**src/rtl/matmul_pkg.sv**
```systemverilog
// Shared types and helpers for the matmul operand loader.
package matmul_pkg;

   typedef enum logic [1:0] {
      LOAD_A = 2'd0,
      LOAD_B = 2'd1,
      LOAD_C = 2'd2,
      FULL   = 2'd3
   } loader_state_t;

   // Index width that stays at least one bit even for a single-entry dimension.
   function automatic int idx_w(input int x);
      return (x > 2) ? $clog2(x) : 1;
   endfunction

endpackage

```
**src/rtl/mm_index_counter.sv**
```systemverilog
// Row/column wrap counter with bounds supplied at run time.
// last is high while the counter sits on the final (row_max, col_max) position.
module mm_index_counter
   import matmul_pkg::*;
#(
   parameter int ROWS = 2,
   parameter int COLS = 2,
   localparam int RW = idx_w(ROWS),
   localparam int CW = idx_w(COLS)
)(
   input  logic          clk,
   input  logic          rst,
   input  logic          clr,
   input  logic          inc,
   input  logic [RW-1:0] row_max,
   input  logic [CW-1:0] col_max,
   output logic [RW-1:0] row,
   output logic [CW-1:0] col,
   output logic          last
);

   logic [RW-1:0] row_q, row_d;
   logic [CW-1:0] col_q, col_d;

   always_comb begin
      row_d = row_q;
      col_d = col_q;
      if (clr) begin
         row_d = '0;
         col_d = '0;
      end else if (inc) begin
         if (col_q == col_max) begin
            col_d = '0;
            row_d = (row_q == row_max) ? '0 : row_q + 1'b1;
         end else begin
            col_d = col_q + 1'b1;
         end
      end
   end

   always_ff @(posedge clk or posedge rst) begin
      if (rst) begin
         row_q <= '0;
         col_q <= '0;
      end else begin
         row_q <= row_d;
         col_q <= col_d;
      end
   end

   assign row  = row_q;
   assign col  = col_q;
   assign last = (row_q == row_max) && (col_q == col_max);

endmodule

```
**src/rtl/matmul_operand_loader.sv**
```systemverilog
// Streams A, B, then C (row-major) into operand registers and holds the full set for the multiplier.
// Accepts one element per cycle while loading; in_ready is low only in FULL, until out_ready.
module matmul_operand_loader
   import matmul_pkg::*;
#(
   parameter int M = 2,
   parameter int N = 2,
   parameter int K = 2,
   parameter int P = 8
)(
   input  logic                  clk,
   input  logic                  rst,
   input  logic [4*P-1:0]        in_data,
   input  logic                  in_valid,
   input  logic                  in_last,
   output logic                  in_ready,
   output logic signed [P-1:0]   A [M][K],
   output logic signed [P-1:0]   B [K][N],
   output logic signed [4*P-1:0] C [M][N],
   output logic                  out_valid,
   input  logic                  out_ready,
   output logic                  err
);

   localparam int R_MAX = (M > K) ? M : K;
   localparam int C_MAX = (K > N) ? K : N;
   localparam int RW    = idx_w(R_MAX);
   localparam int CW    = idx_w(C_MAX);
   localparam int MW    = idx_w(M);
   localparam int KW    = idx_w(K);
   localparam int NW    = idx_w(N);

   loader_state_t state_q, state_d, next_phase;
   logic          err_q, err_d;

   logic signed [P-1:0]   a_q [M][K];
   logic signed [P-1:0]   a_d [M][K];
   logic signed [P-1:0]   b_q [K][N];
   logic signed [P-1:0]   b_d [K][N];
   logic signed [4*P-1:0] c_q [M][N];
   logic signed [4*P-1:0] c_d [M][N];

   logic          accept;
   logic          frame_end;
   logic          cnt_clr, cnt_inc;
   logic [RW-1:0] row, row_max;
   logic [CW-1:0] col, col_max;
   logic          idx_last;

   assign in_ready  = (state_q != FULL);
   assign out_valid = (state_q == FULL);
   assign accept    = in_valid && in_ready;
   assign err       = err_q;
   assign A         = a_q;
   assign B         = b_q;
   assign C         = c_q;

   // The one index counter is re-bounded to the shape of whichever operand is loading.
   always_comb begin
      row_max = RW'(M - 1);
      col_max = CW'(K - 1);
      case (state_q)
         LOAD_B: begin
            row_max = RW'(K - 1);
            col_max = CW'(N - 1);
         end
         LOAD_C: begin
            row_max = RW'(M - 1);
            col_max = CW'(N - 1);
         end
         default: ;
      endcase
   end

   mm_index_counter #(
      .ROWS (R_MAX),
      .COLS (C_MAX)
   ) u_idx (
      .clk     (clk),
      .rst     (rst),
      .clr     (cnt_clr),
      .inc     (cnt_inc),
      .row_max (row_max),
      .col_max (col_max),
      .row     (row),
      .col     (col),
      .last    (idx_last)
   );

   always_comb begin
      state_d    = state_q;
      err_d      = err_q;
      a_d        = a_q;
      b_d        = b_q;
      c_d        = c_q;
      cnt_clr    = 1'b0;
      cnt_inc    = 1'b0;
      next_phase = LOAD_A;
      frame_end  = 1'b0;
      if (state_q == FULL) begin
         if (out_ready) state_d = LOAD_A;
      end else if (accept) begin
         case (state_q)
            LOAD_A: begin
               a_d[MW'(row)][KW'(col)] = $signed(in_data[P-1:0]);
               next_phase = LOAD_B;
            end
            LOAD_B: begin
               b_d[KW'(row)][NW'(col)] = $signed(in_data[P-1:0]);
               next_phase = LOAD_C;
            end
            default: begin
               c_d[MW'(row)][NW'(col)] = $signed(in_data);
               next_phase = FULL;
            end
         endcase
         // in_last must coincide exactly with C[M-1][N-1]; any other pairing aborts the frame.
         frame_end = (state_q == LOAD_C) && idx_last;
         if (in_last != frame_end) begin
            err_d   = 1'b1;
            state_d = LOAD_A;
            cnt_clr = 1'b1;
         end else if (idx_last) begin
            state_d = next_phase;
            cnt_clr = 1'b1;
         end else begin
            cnt_inc = 1'b1;
         end
      end
   end

   always_ff @(posedge clk or posedge rst) begin
      if (rst) begin
         state_q <= LOAD_A;
         err_q   <= 1'b0;
         a_q     <= '{default: '0};
         b_q     <= '{default: '0};
         c_q     <= '{default: '0};
      end else begin
         state_q <= state_d;
         err_q   <= err_d;
         a_q     <= a_d;
         b_q     <= b_d;
         c_q     <= c_d;
      end
   end

endmodule
```
**config.mk**
```make
export PLATFORM = sky130hd
export DESIGN_NAME = matmul_operand_loader
export DESIGN_NICKNAME = d
export VERILOG_FILES = /design/src/rtl/matmul_pkg.sv /design/src/rtl/mm_index_counter.sv /design/src/rtl/matmul_operand_loader.sv
export SDC_FILE = /design/constraint.sdc
export NUM_CORES = 1
export LEC_CHECK = 0
export ABC_AREA = 1
export BUFFER_PORTS_ARGS = -buffer_cell sky130_fd_sc_hd__clkbuf_2
export CAP_MARGIN = 0
export CORE_MARGIN = 2
export CORE_UTILIZATION = 55
export DETAILED_ROUTE_END_ITERATION = 10
export GPL_TIMING_DRIVEN = 0
export PLACE_DENSITY = 0.88
export SETUP_SLACK_MARGIN = 0.5
export SLEW_MARGIN = 25
export SYNTH_ARGS = -nofsm -noshare
export SYNTH_HDL_FRONTEND = slang
export SYNTH_HIERARCHICAL = 1
export SYNTH_SLANG_ARGS = --single-unit
```
**constraint.sdc**
```tcl
create_clock -name clk -period 18.5 [get_ports clk]
set_input_delay 1.85 -clock clk [delete_from_list [all_inputs] [get_ports clk]]
set_output_delay 1.85 -clock clk [all_outputs]
set_load 0.02 [all_outputs]
```
==> results.py, run 1 <==
metrics = {
    "timing": {
        "timing.final.setup_violations": 0,
        "finalMaxSlewViolations": 0,
        "relSlewSlack": 0.556,
        "layout_worst_path_cycle_share": 0.174,
        "skew_ns": 0.00781,
        "fin_setup_tns_ns": 0,
        "finalHoldViolCount": 0,
        "fmax_ghz": 0.311,
        "setup_slack_ns": 15.29,
        "rsz0062_at_grt": "no",
        "worstMarginPinSlew_ns": 0.666,
        "post-route-min-period_ns": 3.21,
    },
    "logic_synthesis": {
        "synth-adder-area-share": 0.00320,
        "ys_types": 25,
        "synth_xor_area_frac": 0,
        "synth-compound-area-share": 0.124,
        "synth_seq_cells": 197,
        "yosysWarnings": 6,
        "netlist_area_um2": 7820,
        "synth-seq-area-share": 0.630,
        "yosys.area_share.simple": 0.184,
        "synth_cells": 838,
        "synth_mux_area_frac": 0,
        "avgSynthCellArea_um2": 9.33,
        "synth_top_family_by_area": "simple AND/OR/NAND/NOR gates",
    },
    "route": {
        "ant_nets": 0,
        "dr.pass1.iters": 5,
        "top_layer": "met4",
        "initialDrtViolationCount": 487,
        "drc_errors": 0,
        "routed_wl_um": 22500,
        "avgViaCountPerCell": 5.37,
        "vias": 6876,
        "route.met2.wl_um": 10900,
        "avgRoutedWirePerCell_um": 17.6,
        "wl_met1_um": 8970,
        "routed-wl-met3_um": 2020,
    },
    "critical_path": {
        "cp.required_ns": 16.65,
        "reg2reg_to": "C[4]",
        "reg2regPathDepth": 4,
        "cp-start-kind": "flop",
        "regToRegStartpoint": "u_idx/col",
        "reg2reg_slack_ns": 16.84,
        "criticalPathCategory": "reg -> out",
        "endpoint_kind": "primary output",
        "crit_path_end": "out_valid",
        "timing.critical_path.from": "state_q[0]",
        "cp_data_arrival_time_ns": 1.36,
        "cp_max_fo": 6,
    },
    "clock_tree": {
        "cts.htree.levels": 4,
        "cts_tree": "built",
        "ctsLongestPathBuffers": 2,
        "clk_latency_ns": 0.43,
        "postCtsResizedCells": 0,
        "cts_setup_buffers": 0,
        "cts_root_buf": "clkbuf_16",
        "cts_hold_buf": 0,
        "clk_pin_slew_ns": 0.06,
        "numCtsBuffers": 17,
        "cts_sinks": 197,
    },
    "layout": {
        "syn2layout_area_growth_pct": 25.3,
        "stdcell_area_um2": 9800,
        "final_nets": 1128,
        "drive_gt1_frac": 0.277,
        "nFillCells": 1029,
        "num_antenna_cells": 0,
    },
    "floorplanning": {
        "die_w_um": 123,
        "dieArea_um2": 15200,
        "initial_core_util": 0.564,
        "die_y_um": 123,
        "rows": 43,
        "io_pins": 232,
        "coreArea_um2": 13900,
    },
    "place": {
        "dpl_cell_area_um2": 9240,
        "dp_hpwl_um": 16000,
        "pre_cts_ws_ns": 15.44,
        "gp_congestion": 0.849,
        "io_buffers": 230,
    },
    "global_routing": {
        "grt_max_degree": 104,
        "grt_pass1_vias": 6464,
        "antenna_found_initial": 0,
        "grt_use_total": 0.298,
        "overflow": 0,
        "grt_pass1_wl_um": 34000,
    },
    "run": {
        "cap_violations": 0,
    },
    "worst_hold_path": {
        "hold_class": "reg -> reg",
    },
    "power": {
        "total_power_w": 0.00181,
        "powerDensity_nw_per_um2": 185,
        "ir_drop_uv": 112,
        "leakage_nw": 5.55,
    },
    "status": {
        "status": "complete, no violations",
    },
}
## logic make-up after synthesis
| family | Yosys count |
|---|---|
| buffers and inverters | 94 |
| AOI/OAI and AO/OA | 194 |
| adders and majority gates | 2 |
| other | 1 |
| and+or+nand+nor | 350 |
| DFF | 197 |
## cells in the final DEF, fill, tap and decap left out, types with 2 or more instances in the layout
cell type	n
dfrtp_1	197
inv_1	44
buf_6	9
nor2_4	8
o21ai_0	118
nand2_1	295
nand2_2	3
nand4_1	2
clkbuf_8	4
buf_1	2
ha_1	2
clkbuf_2	230
a21oi_1	24
buf_2	17
clkinvlp_4	3
nand3_1	7
o21ai_1	51
nor2_1	30
clkbuf_16	17
buf_4	2
conb_1	2
inv_2	3
clkbuf_1	19
## synth_stat cells
master / instances / area [um^2]
nand2_1: 295 / 1110
dfrtp_1: 197 / 4930
o21ai_0: 118 / 591
o21ai_1: 51 / 255
inv_1: 45 / 169
nor2_1: 30 / 113
a21oi_1: 24 / 120
buf_2: 17 / 85.1
clkbuf_1: 16 / 60.1
buf_6: 9 / 101
nor2_4: 8 / 90.1
nand3_1: 7 / 35.0
inv_2: 3 / 11.3
nand2_2: 3 / 18.8
buf_1: 2 / 7.51
buf_4: 2 / 15.0
ha_1: 2 / 25.0
nand4_1: 2 / 12.5
conb_1: 1 / 3.75
nand2_4: 1 / 11.3
nand3_2: 1 / 10.0
nand3_4: 1 / 17.5
nor2_8: 1 / 20.0
o21bai_1: 1 / 7.51
or2_1: 1 / 6.26
## metal layers
layer | global-route usage | vias to the layer above
met3 | 0.0872 | 45
met1 | 0.371 | 3329
li1 | - | 3174
met4 | 0.116 | 0
met5 | 0 | -
met2 | 0.492 | 328
## power breakdown
part / leakage, nW / switching (W) / internal, W
clock: 0.265 / 0.000157 / 0.000199
combinational: 2.73 / 0.000510 / 0.000218
sequential: 2.56 / 0.000111 / 0.000612
total: 5.55 / 0.000779 / 0.00103
## layout make-up
| class | instances | area [um^2] | area share |
|---|---|---|---|
| Sequential cell | 197 | 4930 | 0.503 |
| Multi-Input combinational cell | 548 | 2450 | 0.250 |
| Timing Repair Buffer | 231 | 1180 | 0.120 |
| Clock buffer | 24 | 492 | 0.0502 |
| Buffer | 46 | 269 | 0.0275 |
| Tap cell | 180 | 225 | 0.0230 |
| Inverter | 48 | 188 | 0.0192 |
| Clock inverter | 6 | 70.1 | 0.00715 |
## registers in the layout, indices dropped and copies added, names as in the netlist
register	cells
state_q	2
A	32
u_idx/row	1
C	128
u_idx/col	1
B	32
err	1
## critical path, stage by stage, from the launching register on
cell,delay [ns]
dfrtp_1,0.52
nand2_1,0.16
inv_1,0.09
clkbuf_2,0.16
## how the worst min path moves through the flow
stage / startpoint / endpoint / slack [ns] / cells past startpoint
after global routing: err / err / 0.49 / 1
after floorplan: state_q[1] / state_q[1] / 0.55 / 2
final: err / err / 0.48 / 1
after detailed placement: C[79] / C[79] / 0.47 / 2
after global placement: C[64] / C[64] / 0.46 / 2
after CTS: C[79] / C[79] / 0.48 / 2
## metrics by stage
step            util  instances  hold WS, ns
2_1_floorplan      -        839        0.555
3_5_place_dp   0.665       1250        0.467
3_3_place_gp   0.663       1249        0.460
4_1_cts        0.706       1280        0.481
5_1_grt        0.706       1280        0.492
6_report       0.706       1280        0.482
No activity file was read; power rests on OpenSTA's default activity.
==> run 2: changes to the inputs <==
--- a/config.mk
+++ b/config.mk
@@ -9,10 +9,10 @@
 export BUFFER_PORTS_ARGS = -buffer_cell sky130_fd_sc_hd__clkbuf_2
 export CAP_MARGIN = 0
 export CORE_MARGIN = 2
-export CORE_UTILIZATION = 55
+export CORE_UTILIZATION = 51
 export DETAILED_ROUTE_END_ITERATION = 10
 export GPL_TIMING_DRIVEN = 0
-export PLACE_DENSITY = 0.88
+export PLACE_DENSITY = 0.83
 export SETUP_SLACK_MARGIN = 0.5
 export SLEW_MARGIN = 25
 export SYNTH_ARGS = -nofsm -noshare
==> constraint.sdc (replaced) <==
create_clock -name clk -period 3.25 [get_ports clk]
set_input_delay 0.325 -clock clk [delete_from_list [all_inputs] [get_ports clk]]
set_output_delay 0.325 -clock clk [all_outputs]
set_load 0.02 [all_outputs]
==> results.py, run 2 (synthesis results as in run 1) <==
metrics = {
    "timing": {
        "post-route-min-period_ns": 1.71,
        "worst_hold_slack_ns": 0.152,
        "timing.final.setup_violations": 0,
        "worstMarginPinSlew_ns": 0.557,
        "skew_ns": 0.00668,
        "setup_slack_ns": 1.54,
        "finalMaxSlewViolations": 0,
        "layout_worst_path_cycle_share": 0.527,
        "relSlewSlack": 0.628,
        "fmax_ghz": 0.584,
        "rsz0062_at_grt": "no",
        "finalHoldViolCount": 0,
    },
    "route": {
        "avgRoutedWirePerCell_um": 17.3,
        "routed_wl_um": 22400,
        "avgViaCountPerCell": 5.22,
        "initialDrtViolationCount": 484,
        "vias": 6769,
        "dr.pass1.iters": 5,
        "ant_nets": 0,
        "drc_errors": 0,
    },
    "worst_hold_path": {
        "min_to": "C[95]",
        "hold_class": "in -> reg",
        "min-delay-start": "in_data[31]",
        "min_path_cells": 3,
    },
    "layout": {
        "num_antenna_cells": 0,
        "layout_common_cells": "nand2_1 (295), clkbuf_2 (230), dfrtp_1 (197)",
        "syn2layout_area_growth_pct": 27.6,
        "drive_gt1_frac": 0.283,
        "nFillCells": 1298,
        "largest_register_ff_count": 128,
        "mostFrequentLayoutCell": "nand2_1",
        "stdcell_count": 1297,
        "final_nets": 1135,
    },
    "place": {
        "dp_hpwl_um": 16300,
        "pre_cts_ws_ns": 1.57,
        "dp.cells": 1264,
        "io_buffers": 230,
        "gp_congestion": 0.787,
    },
    "floorplanning": {
        "rows": 45,
        "initial_core_util": 0.518,
        "dieArea_um2": 16300,
        "io_pins": 232,
        "die_y_um": 128,
        "coreArea_um2": 15100,
        "die_w_um": 128,
    },
    "critical_path": {
        "crit_top_cell": "nand2_1",
        "cp.required_ns": 3.61,
        "regToRegStartpoint": "u_idx/col",
        "slowest_delay_ns": 0.46,
        "reg2reg_slack_ns": 1.54,
        "reg2reg_to": "C[11]",
        "cp_num_buf_inv": 1,
        "cp-start-kind": "flop",
        "reg2regPathDepth": 4,
        "worstPathCellList": "nand2_1 -> clkbuf_1 -> o21ai_0 -> nand2_1",
        "crit_slowest_cell": "nand2_1",
        "cp_max_fo": 10,
        "criticalPathCategory": "reg -> reg",
        "cp_data_arrival_time_ns": 2.07,
        "crit_family": "simple AND/OR/NAND/NOR gates",
        "endpoint_kind": "flop",
    },
    "global_routing": {
        "grt_pass1_wl_um": 35500,
        "antenna_found_initial": 0,
        "overflow": 0,
        "grt_use_total": 0.282,
        "grt_max_degree": 34,
        "grt_pass1_vias": 6549,
    },
    "clock_tree": {
        "cts_root_buf": "clkbuf_16",
        "cts_tree": "built",
        "cts_sinks": 197,
        "ctsLongestPathBuffers": 2,
        "numCtsBuffers": 17,
        "clk_latency_ns": 0.42,
        "cts.htree.levels": 4,
        "clk_pin_slew_ns": 0.07,
        "postCtsResizedCells": 0,
    },
    "power": {
        "leakage_nw": 5.64,
        "ir_drop_uv": 570,
        "powerDensity_nw_per_um2": 1040,
    },
    "status": {
        "status": "complete, no violations",
    },
    "run": {
        "cap_violations": 0,
    },
}
## run 2: how the worst max path moves through the flow
stage / depth (start not counted) / start / endpoint / slack (ns)
2_1_floorplan: 1 / rst / A[0] / 0.41
3_3_place_gp: 2 / rst / C[106] / -0.76
3_5_place_dp: 4 / u_idx/col / C[107] / 1.57
4_1_cts: 4 / u_idx/col / C[11] / 1.51
5_1_grt: 4 / u_idx/col / C[14] / 1.39
6_report: 4 / u_idx/col / C[11] / 1.54
## run 2: stage by stage
step	power, W	utilization	TNS (ns)	instance area, um^2
3_5_place_dp	0.00828	0.621	0	9360
4_1_cts	0.0105	0.662	0	9980
5_1_grt	0.0111	0.662	0	9980
6_report	0.0104	0.662	0	9980
3_3_place_gp	0.00812	0.611	-146.71	9220
2_1_floorplan	0.00659	-	0	7830
## run 2: cell type report
class,instances,area (um^2),share of cell area
clock buffer,21,460,0.0461
inverter,48,184,0.0184
sequential,197,4930,0.494
timing repair buffer,238,1310,0.131
tap,188,235,0.0236
clock inverter,11,148,0.0148
multi-input combinational,548,2450,0.245
buffer,46,269,0.0269
## run 2: worst min-delay path, cell delays in order
cell and delay (ns):
clkbuf_2 0.11, nand2_1 0.05, nand2_1 0.05
## run 2: repair_timing
action | CTS | global route
hold buffers | 1 | 0
buffers inserted | 0 | 0
endpoints found under the hold margin | 3 | 0
## run 2: layer usage
metal,up-vias,global-route usage,routed length [um]
met5,-,0,0
met4,0,0.0840,462
met3,36,0.0793,1770
met2,279,0.474,10900
met1,3259,0.358,9270
li1,3195,-,-
## run 2: power by group
| group | total (W) | internal, W | switching (W) | leakage (nW) |
|---|---|---|---|---|
| Combinational | 0.00416 | 0.00126 | 0.00290 | 2.78 |
| Clock | 0.00218 | 0.00126 | 0.000920 | 0.298 |
| Sequential | 0.00409 | 0.00348 | 0.000612 | 2.56 |
| Total | 0.0104 | 0.00600 | 0.00443 | 5.64 |
==> run 3: changes to the inputs <==
--- a/config.mk
+++ b/config.mk
@@ -9,10 +9,10 @@
 export BUFFER_PORTS_ARGS = -buffer_cell sky130_fd_sc_hd__clkbuf_2
 export CAP_MARGIN = 0
 export CORE_MARGIN = 2
-export CORE_UTILIZATION = 51
+export CORE_UTILIZATION = 47
 export DETAILED_ROUTE_END_ITERATION = 10
 export GPL_TIMING_DRIVEN = 0
-export PLACE_DENSITY = 0.83
+export PLACE_DENSITY = 0.81
 export SETUP_SLACK_MARGIN = 0.5
 export SLEW_MARGIN = 25
 export SYNTH_ARGS = -nofsm -noshare
==> constraint.sdc (replaced) <==
create_clock -name clk -period 1.54 [get_ports clk]
set_input_delay 0.154 -clock clk [delete_from_list [all_inputs] [get_ports clk]]
set_output_delay 0.154 -clock clk [all_outputs]
set_load 0.02 [all_outputs]
==> results.py, run 3 (synthesis results as in run 1) <==
metrics = {
    "worst_hold_path": {
        "min_path_cells": 3,
        "hold_class": "in -> reg",
        "min-delay-start": "in_data[30]",
        "min_to": "C[62]",
    },
    "global_routing": {
        "grt_max_degree": 34,
        "grt_use_total": 0.288,
        "grt_pass1_wl_um": 39100,
        "overflow": 0,
        "grt_pass1_vias": 7068,
        "antenna_found_initial": 0,
    },
    "layout": {
        "layout_common_cells": "dfrtp_1 (193), clkbuf_2 (184), nand2_1 (182)",
        "syn2layout_area_growth_pct": 64.4,
        "largest_register_ff_count": 128,
        "mostFrequentLayoutCell": "dfrtp_1",
        "final_nets": 1248,
        "num_antenna_cells": 0,
        "drive_gt1_frac": 0.531,
        "stdcell_area_um2": 12900,
    },
    "floorplanning": {
        "io_pins": 232,
        "die_w_um": 133,
        "coreArea_um2": 16400,
        "rows": 47,
        "initial_core_util": 0.477,
        "dieArea_um2": 17700,
        "die_y_um": 133,
    },
    "timing": {
        "post-route-min-period_ns": 1.70,
        "finalHoldViolCount": 0,
        "rsz0062_at_grt": "yes",
        "layout_worst_path_cycle_share": 1.10,
        "setup_slack_ns": -0.157,
        "finalMaxSlewViolations": 0,
        "skew_ns": 0.0133,
        "fin_setup_tns_ns": -0.325,
        "timing.final.setup_violations": 9,
        "fmax_ghz": 0.589,
    },
    "route": {
        "routed_wl_um": 32100,
        "ant_nets": 0,
        "drc_errors": 0,
        "initialDrtViolationCount": 561,
        "avgRoutedWirePerCell_um": 22.3,
        "vias": 8147,
        "dr.pass1.iters": 5,
        "avgViaCountPerCell": 5.66,
    },
    "status": {
        "violations": "negative setup slack",
        "status": "finished with violations",
    },
    "power": {
        "leakage_nw": 6.82,
        "powerDensity_nw_per_um2": 2070,
        "ir_drop_uv": 1290,
    },
    "critical_path": {
        "reg2regPathDepth": 6,
        "cp_data_arrival_time_ns": 1.99,
        "reg2reg_slack_ns": -0.16,
        "reg2reg_to": "C[55]",
        "cp-start-kind": "flop",
        "cp.required_ns": 1.83,
        "endpoint_kind": "flop",
        "cp_max_fo": 10,
        "regToRegStartpoint": "u_idx/row",
        "criticalPathCategory": "reg -> reg",
    },
    "clock_tree": {
        "cts_sinks": 197,
        "numCtsBuffers": 17,
        "cts_root_buf": "clkbuf_16",
        "ctsLongestPathBuffers": 2,
        "clk_pin_slew_ns": 0.08,
        "cts.htree.levels": 4,
        "cts_tree": "built",
        "clk_latency_ns": 0.44,
    },
    "run": {
        "cap_violations": 0,
    },
    "place": {
        "dpl_cell_area_um2": 9480,
        "io_buffers": 230,
        "dp_hpwl_um": 16400,
        "gp_congestion": 0.815,
    },
}
run 3: changes by cell type in the layout (fill, tap and decap cells not counted), sizes merged, moves of 2 or more:
| cell | delta |
|---|---|
| bufinv | -2 |
| dlygate4sd3 | +19 |
| buf | +139 |
| inv | +3 |
| clkbuf | -49 |
run 3: stage by stage:
stage	cells	setup slack [ns]	util	power [W]	hold WS, ns
floorplan	839	-1.13	-	0.0141	-0.105
global placement	1289	-2.35	0.569	0.0173	0.0364
detailed placement	1296	-0.141	0.578	0.0177	0.0355
CTS	1381	0.0674	0.681	0.0230	0.00194
global route	1440	-0.225	0.784	0.0277	0.0173
finish	1440	-0.157	0.784	0.0266	0.0183
run 3: worst max path at each step:
stage                     from  endpoint  slack (ns)  depth (start not counted)
floorplan                  rst      A[0]       -1.13                          1
global placement           rst    C[116]       -2.35                          2
detailed placement  state_q[1]     C[97]       -0.14                          5
CTS                  u_idx/row    C[118]        0.07                          4
global route         u_idx/row     C[55]       -0.22                          6
finish               u_idx/row     C[55]       -0.16                          6
run 3: timing repair:
| action | CTS | global route |
|---|---|---|
| resized for setup | 176 | 433 |
| cloned | 10 | 11 |
| buffers inserted | 25 | 48 |
| setup endpoints to repair | 392 | 454 |
| hold buffers | 20 | 0 |
| pin swaps | 16 | 50 |
| hold endpoints to repair | 83 | 0 |
run 3: cell type report:
| cell class | count | area, um^2 |
|---|---|---|
| Multi-Input combinational cell | 549 | 3370 |
| Sequential cell | 197 | 4930 |
| Clock buffer | 18 | 439 |
| Buffer | 46 | 598 |
| Clock inverter | 12 | 123 |
| Inverter | 48 | 194 |
| Tap cell | 220 | 275 |
| Fill cell | 921 | 3550 |
| Timing Repair Buffer | 350 | 2930 |
run 3: per-layer routing:
| metal | global-route usage | wire, um | vias to the layer above |
|---|---|---|---|
| met2 | 0.493 | 16400 | 547 |
| met4 | 0.0866 | 1670 | 0 |
| met1 | 0.376 | 11500 | 4016 |
| met5 | 0 | 0 | - |
| li1 | - | - | 3439 |
| met3 | 0.0533 | 2460 | 145 |
run 3: critical path, cell delays in order (launching register included):
cell and delay [ns]:
dfrtp_2 0.45, inv_2 0.06, or2_1 0.23, buf_6 0.16
buf_2 0.22, o21ai_1 0.27, nand2_1 0.15
run 3: power by group:
part | switching (W) | leakage (nW) | total [W] | internal (W)
registers | 0.00178 | 2.55 | 0.00914 | 0.00736
logic | 0.00778 | 4.00 | 0.0131 | 0.00527
clock network | 0.00214 | 0.272 | 0.00443 | 0.00229
